`config.mk`:
```
export PLATFORM = sky130hd
export DESIGN_NAME = ctrl_unit_pipe
export DESIGN_NICKNAME = d
export VERILOG_FILES = /design/src/rtl/ctrl_unit_pipe_pkg.sv /design/src/rtl/ctrl_unit_pipe_cond_check.sv /design/src/rtl/ctrl_unit_pipe.sv
export SDC_FILE = /design/constraint.sdc
export NUM_CORES = 1
export LEC_CHECK = 0
export ABC_AREA = 1
export CAP_MARGIN = 40
export CORE_MARGIN = 8
export CORE_UTILIZATION = 42
export DETAILED_ROUTE_END_ITERATION = 16
export PLACE_DENSITY_LB_ADDON = 0.25
export SYNTH_ARGS = -nofsm -noshare
export SYNTH_HDL_FRONTEND = slang
export SYNTH_SLANG_ARGS = --single-unit
```
`constraint.sdc`:
```
create_clock -name clk -period 1.2 [get_ports clk]
set_input_delay 0.18 -clock clk [delete_from_list [all_inputs] [get_ports clk]]
set_output_delay 0.18 -clock clk [all_outputs]
set_load 0.1 [all_outputs]
```
`src/rtl/ctrl_unit_pipe_pkg.sv`:
```
// ctrl_pkg: shared types and constants for the ctrl_unit_pipe decode/control stage.
//   mode_e        instruction mode field (DP / MEM / BR)
//   OP_*          data-processing and memory opcode values
//   EXE_*         execute-unit command encodings
//   cond_e        4-bit condition field encodings
//   ctrl_bundle_t packed control bundle {wbEn, memREn, memWEn, exeCmd, b, s}
//   killBundle    strips every side effect from a bundle, keeping exeCmd
//   isDefined     true when mode/opcode/S form a recognised encoding
package ctrl_pkg;

    localparam int EXE_W = 4;

    typedef enum logic [1:0] {
        MODE_DP  = 2'b00,
        MODE_MEM = 2'b01,
        MODE_BR  = 2'b10
    } mode_e;

    localparam logic [3:0] OP_AND     = 4'b0000;
    localparam logic [3:0] OP_EOR     = 4'b0001;
    localparam logic [3:0] OP_SUB     = 4'b0010;
    localparam logic [3:0] OP_ADD     = 4'b0100;
    localparam logic [3:0] OP_ADC     = 4'b0101;
    localparam logic [3:0] OP_SBC     = 4'b0110;
    localparam logic [3:0] OP_TST     = 4'b1000;
    localparam logic [3:0] OP_CMP     = 4'b1010;
    localparam logic [3:0] OP_ORR     = 4'b1100;
    localparam logic [3:0] OP_MOV     = 4'b1101;
    localparam logic [3:0] OP_MVN     = 4'b1111;
    localparam logic [3:0] OP_LDR_STR = 4'b0100;

    localparam logic [EXE_W-1:0] EXE_NOP = 4'h0;
    localparam logic [EXE_W-1:0] EXE_MOV = 4'h1;
    localparam logic [EXE_W-1:0] EXE_ADD = 4'h2;
    localparam logic [EXE_W-1:0] EXE_ADC = 4'h3;
    localparam logic [EXE_W-1:0] EXE_SUB = 4'h4;
    localparam logic [EXE_W-1:0] EXE_SBC = 4'h5;
    localparam logic [EXE_W-1:0] EXE_AND = 4'h6;
    localparam logic [EXE_W-1:0] EXE_ORR = 4'h7;
    localparam logic [EXE_W-1:0] EXE_EOR = 4'h8;
    localparam logic [EXE_W-1:0] EXE_MVN = 4'h9;

    typedef enum logic [3:0] {
        COND_EQ = 4'b0000,
        COND_NE = 4'b0001,
        COND_CS = 4'b0010,
        COND_CC = 4'b0011,
        COND_MI = 4'b0100,
        COND_PL = 4'b0101,
        COND_VS = 4'b0110,
        COND_VC = 4'b0111,
        COND_HI = 4'b1000,
        COND_LS = 4'b1001,
        COND_GE = 4'b1010,
        COND_LT = 4'b1011,
        COND_GT = 4'b1100,
        COND_LE = 4'b1101,
        COND_AL = 4'b1110,
        COND_NV = 4'b1111
    } cond_e;

    typedef struct packed {
        logic             wbEn;
        logic             memREn;
        logic             memWEn;
        logic [EXE_W-1:0] exeCmd;
        logic             b;
        logic             s;
    } ctrl_bundle_t;

    localparam ctrl_bundle_t CTRL_NOP = '0;

    // A condition-failed instruction still travels down the pipe but must
    // not write back, touch memory, branch or update flags.
    function automatic ctrl_bundle_t killBundle(input ctrl_bundle_t c);
        ctrl_bundle_t k;
        k        = c;
        k.wbEn   = 1'b0;
        k.memREn = 1'b0;
        k.memWEn = 1'b0;
        k.b      = 1'b0;
        k.s      = 1'b0;
        return k;
    endfunction

    // Separate from the decoder so the undefined-encoding flag only exists
    // in builds that trap on it.
    function automatic logic isDefined(input logic [1:0] mode, input logic [3:0] opcode,
                                       input logic s);
        logic ok;
        ok = 1'b0;
        case (mode)
            MODE_DP: begin
                case (opcode)
                    OP_MOV, OP_MVN, OP_ADD, OP_ADC, OP_SUB,
                    OP_SBC, OP_AND, OP_ORR, OP_EOR: ok = 1'b1;
                    OP_CMP, OP_TST:                 ok = s;
                    default:                        ok = 1'b0;
                endcase
            end
            MODE_MEM: ok = (opcode == OP_LDR_STR);
            MODE_BR:  ok = 1'b1;
            default:  ok = 1'b0;
        endcase
        return ok;
    endfunction

endpackage

```
`src/rtl/ctrl_unit_pipe_cond_check.sv`:
```
// cond_check: combinational evaluation of the condition field against the flags.
//   cond_i  [3:0]  condition field
//   nzcv_i  [3:0]  status flags {N,Z,C,V}
//   pass_o         1 when the instruction should execute
module cond_check
    import ctrl_pkg::*;
(
    input  logic [3:0] cond_i,
    input  logic [3:0] nzcv_i,
    output logic       pass_o
);

    logic flagN;
    logic flagZ;
    logic flagC;
    logic flagV;

    assign flagN = nzcv_i[3];
    assign flagZ = nzcv_i[2];
    assign flagC = nzcv_i[1];
    assign flagV = nzcv_i[0];

    // The 1111 encoding is reserved and treated as never-execute.
    always_comb begin
        pass_o = 1'b0;
        case (cond_e'(cond_i))
            COND_EQ: pass_o = flagZ;
            COND_NE: pass_o = !flagZ;
            COND_CS: pass_o = flagC;
            COND_CC: pass_o = !flagC;
            COND_MI: pass_o = flagN;
            COND_PL: pass_o = !flagN;
            COND_VS: pass_o = flagV;
            COND_VC: pass_o = !flagV;
            COND_HI: pass_o = flagC && !flagZ;
            COND_LS: pass_o = !flagC || flagZ;
            COND_GE: pass_o = (flagN == flagV);
            COND_LT: pass_o = (flagN != flagV);
            COND_GT: pass_o = !flagZ && (flagN == flagV);
            COND_LE: pass_o = flagZ || (flagN != flagV);
            COND_AL: pass_o = 1'b1;
            default: pass_o = 1'b0;
        endcase
    end

endmodule

```
`src/rtl/ctrl_unit_pipe.sv`:
```
// ctrl_unit_pipe: decode/control stage registering the control bundle into ID/EX.
// Optional build macro CTRL_UNDEF_TRAP_EN: when defined, undef_o flags
// unrecognised encodings; otherwise undef_o is tied low and such encodings
// leave as plain NOP bundles.
//   clk, rst_n          clock (rising edge), asynchronous active-low reset
//   in_valid_i          decode inputs valid this cycle
//   in_ready_o          stage accepts input (= !stall_i)
//   mode_i, opcode_i    instruction mode / opcode fields
//   s_i, cond_i, nzcv_i S bit, condition field, status flags {N,Z,C,V}
//   stall_i, flush_i    hold the output register / discard everything
//   out_valid_o         output bundle valid
//   cmd_o [CMD_W-1:0]   {wb_en, mem_r_en, mem_w_en, exe_cmd, b, s}
//   cond_fail_o         instruction killed by its condition
//   undef_o             unrecognised encoding (trap builds only)
//   br_taken_o          taken branch in output slot
module ctrl_unit_pipe
    import ctrl_pkg::*;
#(
    parameter  int EXE_CMD_W     = 4,
    parameter  int SQUASH_CYCLES = 2,
    localparam int CMD_W         = EXE_CMD_W + 5
) (
    input  logic             clk,
    input  logic             rst_n,
    input  logic             in_valid_i,
    output logic             in_ready_o,
    input  logic [1:0]       mode_i,
    input  logic [3:0]       opcode_i,
    input  logic             s_i,
    input  logic [3:0]       cond_i,
    input  logic [3:0]       nzcv_i,
    input  logic             stall_i,
    input  logic             flush_i,
    output logic             out_valid_o,
    output logic [CMD_W-1:0] cmd_o,
    output logic             cond_fail_o,
    output logic             undef_o,
    output logic             br_taken_o
);

    typedef enum logic {
        ST_RUN    = 1'b0,
        ST_SQUASH = 1'b1
    } state_e;

    state_e       state_q;
    logic [2:0]   squashCnt_q;
    logic         outValid_q;
    ctrl_bundle_t cmd_q;
    logic         condFail_q;
    logic         brTaken_q;

    ctrl_bundle_t decCmd;
    ctrl_bundle_t loadCmd_d;
    logic         condPass;

    cond_check uCondCheck (
        .cond_i (cond_i),
        .nzcv_i (nzcv_i),
        .pass_o (condPass)
    );

    // Decode starts from a NOP so unrecognised encodings and unused fields
    // never inherit values from a previous instruction.
    always_comb begin
        decCmd = CTRL_NOP;
        case (mode_e'(mode_i))
            MODE_DP: begin
                decCmd.wbEn = 1'b1;
                decCmd.s    = s_i;
                case (opcode_i)
                    OP_MOV: decCmd.exeCmd = EXE_MOV;
                    OP_MVN: decCmd.exeCmd = EXE_MVN;
                    OP_ADD: decCmd.exeCmd = EXE_ADD;
                    OP_ADC: decCmd.exeCmd = EXE_ADC;
                    OP_SUB: decCmd.exeCmd = EXE_SUB;
                    OP_SBC: decCmd.exeCmd = EXE_SBC;
                    OP_AND: decCmd.exeCmd = EXE_AND;
                    OP_ORR: decCmd.exeCmd = EXE_ORR;
                    OP_EOR: decCmd.exeCmd = EXE_EOR;
                    OP_CMP: begin
                        decCmd.wbEn   = 1'b0;
                        decCmd.exeCmd = EXE_SUB;
                        if (!s_i) begin
                            decCmd = CTRL_NOP;
                        end
                    end
                    OP_TST: begin
                        decCmd.wbEn   = 1'b0;
                        decCmd.exeCmd = EXE_AND;
                        if (!s_i) begin
                            decCmd = CTRL_NOP;
                        end
                    end
                    default: decCmd = CTRL_NOP;
                endcase
            end
            MODE_MEM: begin
                if (opcode_i == OP_LDR_STR) begin
                    decCmd.exeCmd = EXE_ADD;
                    decCmd.s      = s_i;
                    decCmd.wbEn   = s_i;
                    decCmd.memREn = s_i;
                    decCmd.memWEn = !s_i;
                end
            end
            MODE_BR: begin
                decCmd.b = 1'b1;
                decCmd.s = s_i;
            end
            default: decCmd = CTRL_NOP;
        endcase
    end

    assign loadCmd_d = condPass ? decCmd : killBundle(decCmd);

`ifdef CTRL_UNDEF_TRAP_EN
    logic undef_q;
    logic decUndef;

    assign decUndef = !isDefined(mode_i, opcode_i, s_i);
`endif

    // Flush beats stall; a stall freezes the register and the squash FSM.
    // Fields default to cleared on every updating edge so bubbles carry no
    // stale data. Once a taken branch arms the squash window, every accepted
    // input (branches included) is dropped until the counter runs out.
    always_ff @(posedge clk or negedge rst_n) begin
        if (!rst_n) begin
            state_q     <= ST_RUN;
            squashCnt_q <= '0;
            outValid_q  <= 1'b0;
            cmd_q       <= CTRL_NOP;
            condFail_q  <= 1'b0;
            brTaken_q   <= 1'b0;
`ifdef CTRL_UNDEF_TRAP_EN
            undef_q     <= 1'b0;
`endif
        end else if (flush_i || !stall_i) begin
            outValid_q <= 1'b0;
            cmd_q      <= CTRL_NOP;
            condFail_q <= 1'b0;
            brTaken_q  <= 1'b0;
`ifdef CTRL_UNDEF_TRAP_EN
            undef_q    <= 1'b0;
`endif
            if (flush_i) begin
                state_q     <= ST_RUN;
                squashCnt_q <= '0;
            end else begin
                case (state_q)
                    ST_RUN: begin
                        if (in_valid_i) begin
                            outValid_q <= 1'b1;
                            cmd_q      <= loadCmd_d;
                            condFail_q <= !condPass;
                            brTaken_q  <= loadCmd_d.b;
`ifdef CTRL_UNDEF_TRAP_EN
                            undef_q    <= decUndef;
`endif
                            if (loadCmd_d.b && (SQUASH_CYCLES > 0)) begin
                                state_q     <= ST_SQUASH;
                                squashCnt_q <= 3'(SQUASH_CYCLES);
                            end
                        end
                    end
                    ST_SQUASH: begin
                        if (in_valid_i) begin
                            if (squashCnt_q <= 3'd1) begin
                                state_q     <= ST_RUN;
                                squashCnt_q <= '0;
                            end else begin
                                squashCnt_q <= squashCnt_q - 3'd1;
                            end
                        end
                    end
                    default: begin
                        state_q     <= ST_RUN;
                        squashCnt_q <= '0;
                    end
                endcase
            end
        end
    end

    assign in_ready_o  = !stall_i;
    assign out_valid_o = outValid_q;
    assign cmd_o       = {cmd_q.wbEn, cmd_q.memREn, cmd_q.memWEn,
                          EXE_CMD_W'(cmd_q.exeCmd), cmd_q.b, cmd_q.s};
    assign cond_fail_o = condFail_q;
    assign br_taken_o  = brTaken_q;
`ifdef CTRL_UNDEF_TRAP_EN
    assign undef_o     = undef_q;
`else
    assign undef_o     = 1'b0;
`endif

endmodule

```
==> results.txt <==
The total of warnings raised by yosys came out at 0. The starting DRC count in detailed routing is 64. The cell type of the slowest stage on the worst timing path is dfrtp_1. The min-delay analysis places its worst path in the category in -> async.

The top achievable clock speed is 809 MHz. The number of antenna violations at the first check in global routing came out at 0. The final setup violation count is 3. The worst setup path is launched from a flip-flop. Setup repair after global routing could not meet its margin everywhere. After layout, the worst setup slack is -0.0361 ns. The smallest clock period supported by the final layout is computed as between 1 and 1.5 ns. The wire length per cell after detailed routing is ~13 µm.

The count of hold-fix buffers inserted at cts is 0. Of the available clock period, the critical path in the final layout requires 103%. Traced cell by cell, the critical path runs through inv_2 > ha_2 > a21oi_2 > nor2_4 > a211oi_2 > nand3_1 > nand2_1.

The count of antenna-violating nets left after detailed routing came out at 0. The placement row count came out at 18. After the last flow step, the layout net total stands at 260. Once layout is complete, the utilization of the core stands at 77.6%. The library cell used most frequently in the layout, excluding fill and tap cells, is nand2_1. Compared with the post-synthesis result, the final layout area differs by 72.8%. The share of cells above drive strength 1 came out at 37.1%. After filler insertion, the fill cell instance count of the layout stands at a little over 200. The critical path is of the reg -> reg type. The core region is 2500 µm². The reported leakage power is 0.980 nW. Across the run, the number of max-cap violations was 0. The die is 67.7 µm tall.

The power density normalized to cell area is approximately 690 nW/µm². The number of global-route vias before repair came out at 1415. The distinct cell type count of the synthesized netlist is 28. The post-synthesis instance total came out at 173. The insertion delay to the later sink of the worst-skew pair came out at 0.29 ns.

The total of flip-flops plus latches after synthesis came out at 15. The number of search-and-repair iterations in the first detailed-routing pass came out at 4. In the layout the commonest cells are nand2_1, buf_4, inv_1. For this run, the total global-route usage over all layers was measured as 15.9%. Clock tree synthesis found a total of 15 sinks. The worst register-to-register path begins at squashCnt_q[1].

The first global-routing pass estimated 5.78 mm of wire. The root buffer cell is clkbuf_4. Using the TritonRoute via totals, the vias-per-cell ratio works out to ~5.2. The synthesized netlist net count came out at a little under 200. The effective utilization at floorplan is 44.9%. Of the synthesized area, sequential elements account for 33.4%.

The number of buffers and inverters on the critical path is 1. The final-report hold violation count is 0. The number of max-slew violations in the final report came out at 0. The flow ran to the end, but the final reports show violations. 34 I/O pins were placed. The data required time at the worst endpoint came out at about 1.4 ns. The full die area came out at 4580 µm².

The checks that failed: negative setup slack. The routed layout has 1403 vias. Measured along the x axis, the die boundary spans just under 70 µm.

The register area is 379 µm². The detailed placement HPWL is 2.84 mm. Along the worst path, the maximum fanout reaches 4. No sink is reached through more buffers than the 2 on the longest clock path. Summing every instance area after synthesis gives 1120 µm². The TritonCTS clock tree is done. The family with the most delay on the worst path is flip-flops. In the routed design, unresolved DRC markers number 0.

The number of port buffers is 32. The overall routed net length is 3.53 mm. The clock transition at the registers of the reported paths is 0.10 ns.

Hold timing on the final database bottoms out at a slack of 0.203 ns. In this run the mean area of a mapped cell was 6.49 µm². Clock skew on the completed layout was measured at 0.00331 ns. Entering global routing, the biggest net connects 16 pins. The congestion estimate from routability-driven global placement came to 0.883. The delay of the slowest cell on the worst path is between 0.3 and 0.4 ns. STA classifies the critical path endpoint as a flip-flop. The total overflow left after global routing is 0. The number of clock buffers added by TritonCTS is 3. The worst-case IR drop observed on VDD is 0.702 mV. The area of combinational cells with multiple inputs is about 710 µm². The startpoint of the worst setup timing path is squashCnt_q[1]. The data arrival time of the critical path is 1.48 ns. The H-tree depth reported by CTS is 1.
-- cell type report --
cell class                      instances  share of cell area [%]
Antenna cell                            1                   0.129
Clock buffer                            3                    1.16
Clock inverter                          1                   0.258
Inverter                               28                    5.61
Multi-Input combinational cell        126                    36.4
Sequential cell                        15                    19.5
Tap cell                               30                    1.94
Timing Repair Buffer                   64                    35.0
-- cells in the mapped netlist (all sizes together) --
master / instances / area share (%)
a211oi: 1 / 0.67
a21oi: 4 / 2.1
a221oi: 1 / 0.78
a22oi: 1 / 0.67
buf: 3 / 2.0
clkbuf: 1 / 0.33
conb: 1 / 0.33
dfrtp: 15 / 33
ha: 2 / 2.2
inv: 28 / 9.4
nand2: 53 / 18
nand3: 20 / 10
nand3b: 1 / 0.67
nand4: 2 / 1.1
nor2: 20 / 6.7
nor3: 3 / 1.8
nor4: 2 / 1.1
o211ai: 2 / 1.3
o21ai: 10 / 4.8
o22ai: 1 / 0.56
o32ai: 1 / 0.78
o41ai: 1 / 0.78
-- sequential cells by signal (all words and copies together), names as in the netlist --
| signal | cells |
|---|---|
| squashCnt_q | 3 |
| cond_fail_o | 1 |
| out_valid_o | 1 |
| state_q | 1 |
| cmd_o | 9 |
-- cell families (layout without fill, tap and decap cells) --
family,after synthesis,after routing,share of synthesized area (%)
buf+inv,32,96,11.7
other cells,1,2,0.334
compound gates,22,22,12.5
simple gates,101,101,39.8
fa+ha+maj,2,2,2.23
flops,15,15,33.4
-- path summary, 6_finish.rpt --
check                                       to  slack, ns  cells after the start
max in group asynchronous             cmd_o[1]       0.79                      2
worst min register to register  squashCnt_q[1]       0.52                      2
worst max register to register  squashCnt_q[2]      -0.04                      7
worst max-delay path            squashCnt_q[2]      -0.04                      7
min in group clk                      cmd_o[5]       0.44                      4
worst min-delay path            squashCnt_q[1]       0.20                      2
-- stage by stage --
step / total power [W] / cells / setup TNS, ns / worst slack (ns) / instance area [µm²]
CTS: 0.00133 / 267 / -0.0385 / -0.0289 / 1920
global placement: 0.00100 / 262 / -6.49 / -0.547 / 1850
floorplan: 0.000777 / 173 / -1.07 / -0.130 / 1170
finish: 0.00134 / 268 / -0.0580 / -0.0361 / 1940
detailed placement: 0.00101 / 262 / -7.38 / -0.622 / 1850
global route: 0.00141 / 267 / -0.442 / -0.123 / 1940
-- report_power, final --
group	internal, W	leakage [nW]	total, W	switching, W
logic	0.000210	0.756	0.000501	0.000291
registers	0.000516	0.206	0.000527	0.0000112
clock network	0.000124	0.0177	0.000314	0.000190
-- metal layers --
layer | wire, µm | part of all wire (%) | vias up | track usage (%)
met4 | 27 | 0.76 | 0 | 4.18
li1 | - | - | 690 | -
met3 | 177 | 5.0 | 4 | 3.64
met5 | 0 | 0 | - | 0
met1 | 1420 | 40 | 665 | 16.7
met2 | 1910 | 54 | 44 | 30.7
-- what timing repair did --
item	CTS	global route
setup endpoints to repair	15	13
resized for setup	35	15
pin swaps	9	9
cloned	0	0
setup buffers	1	0
(Power assumes the default switching activity.)
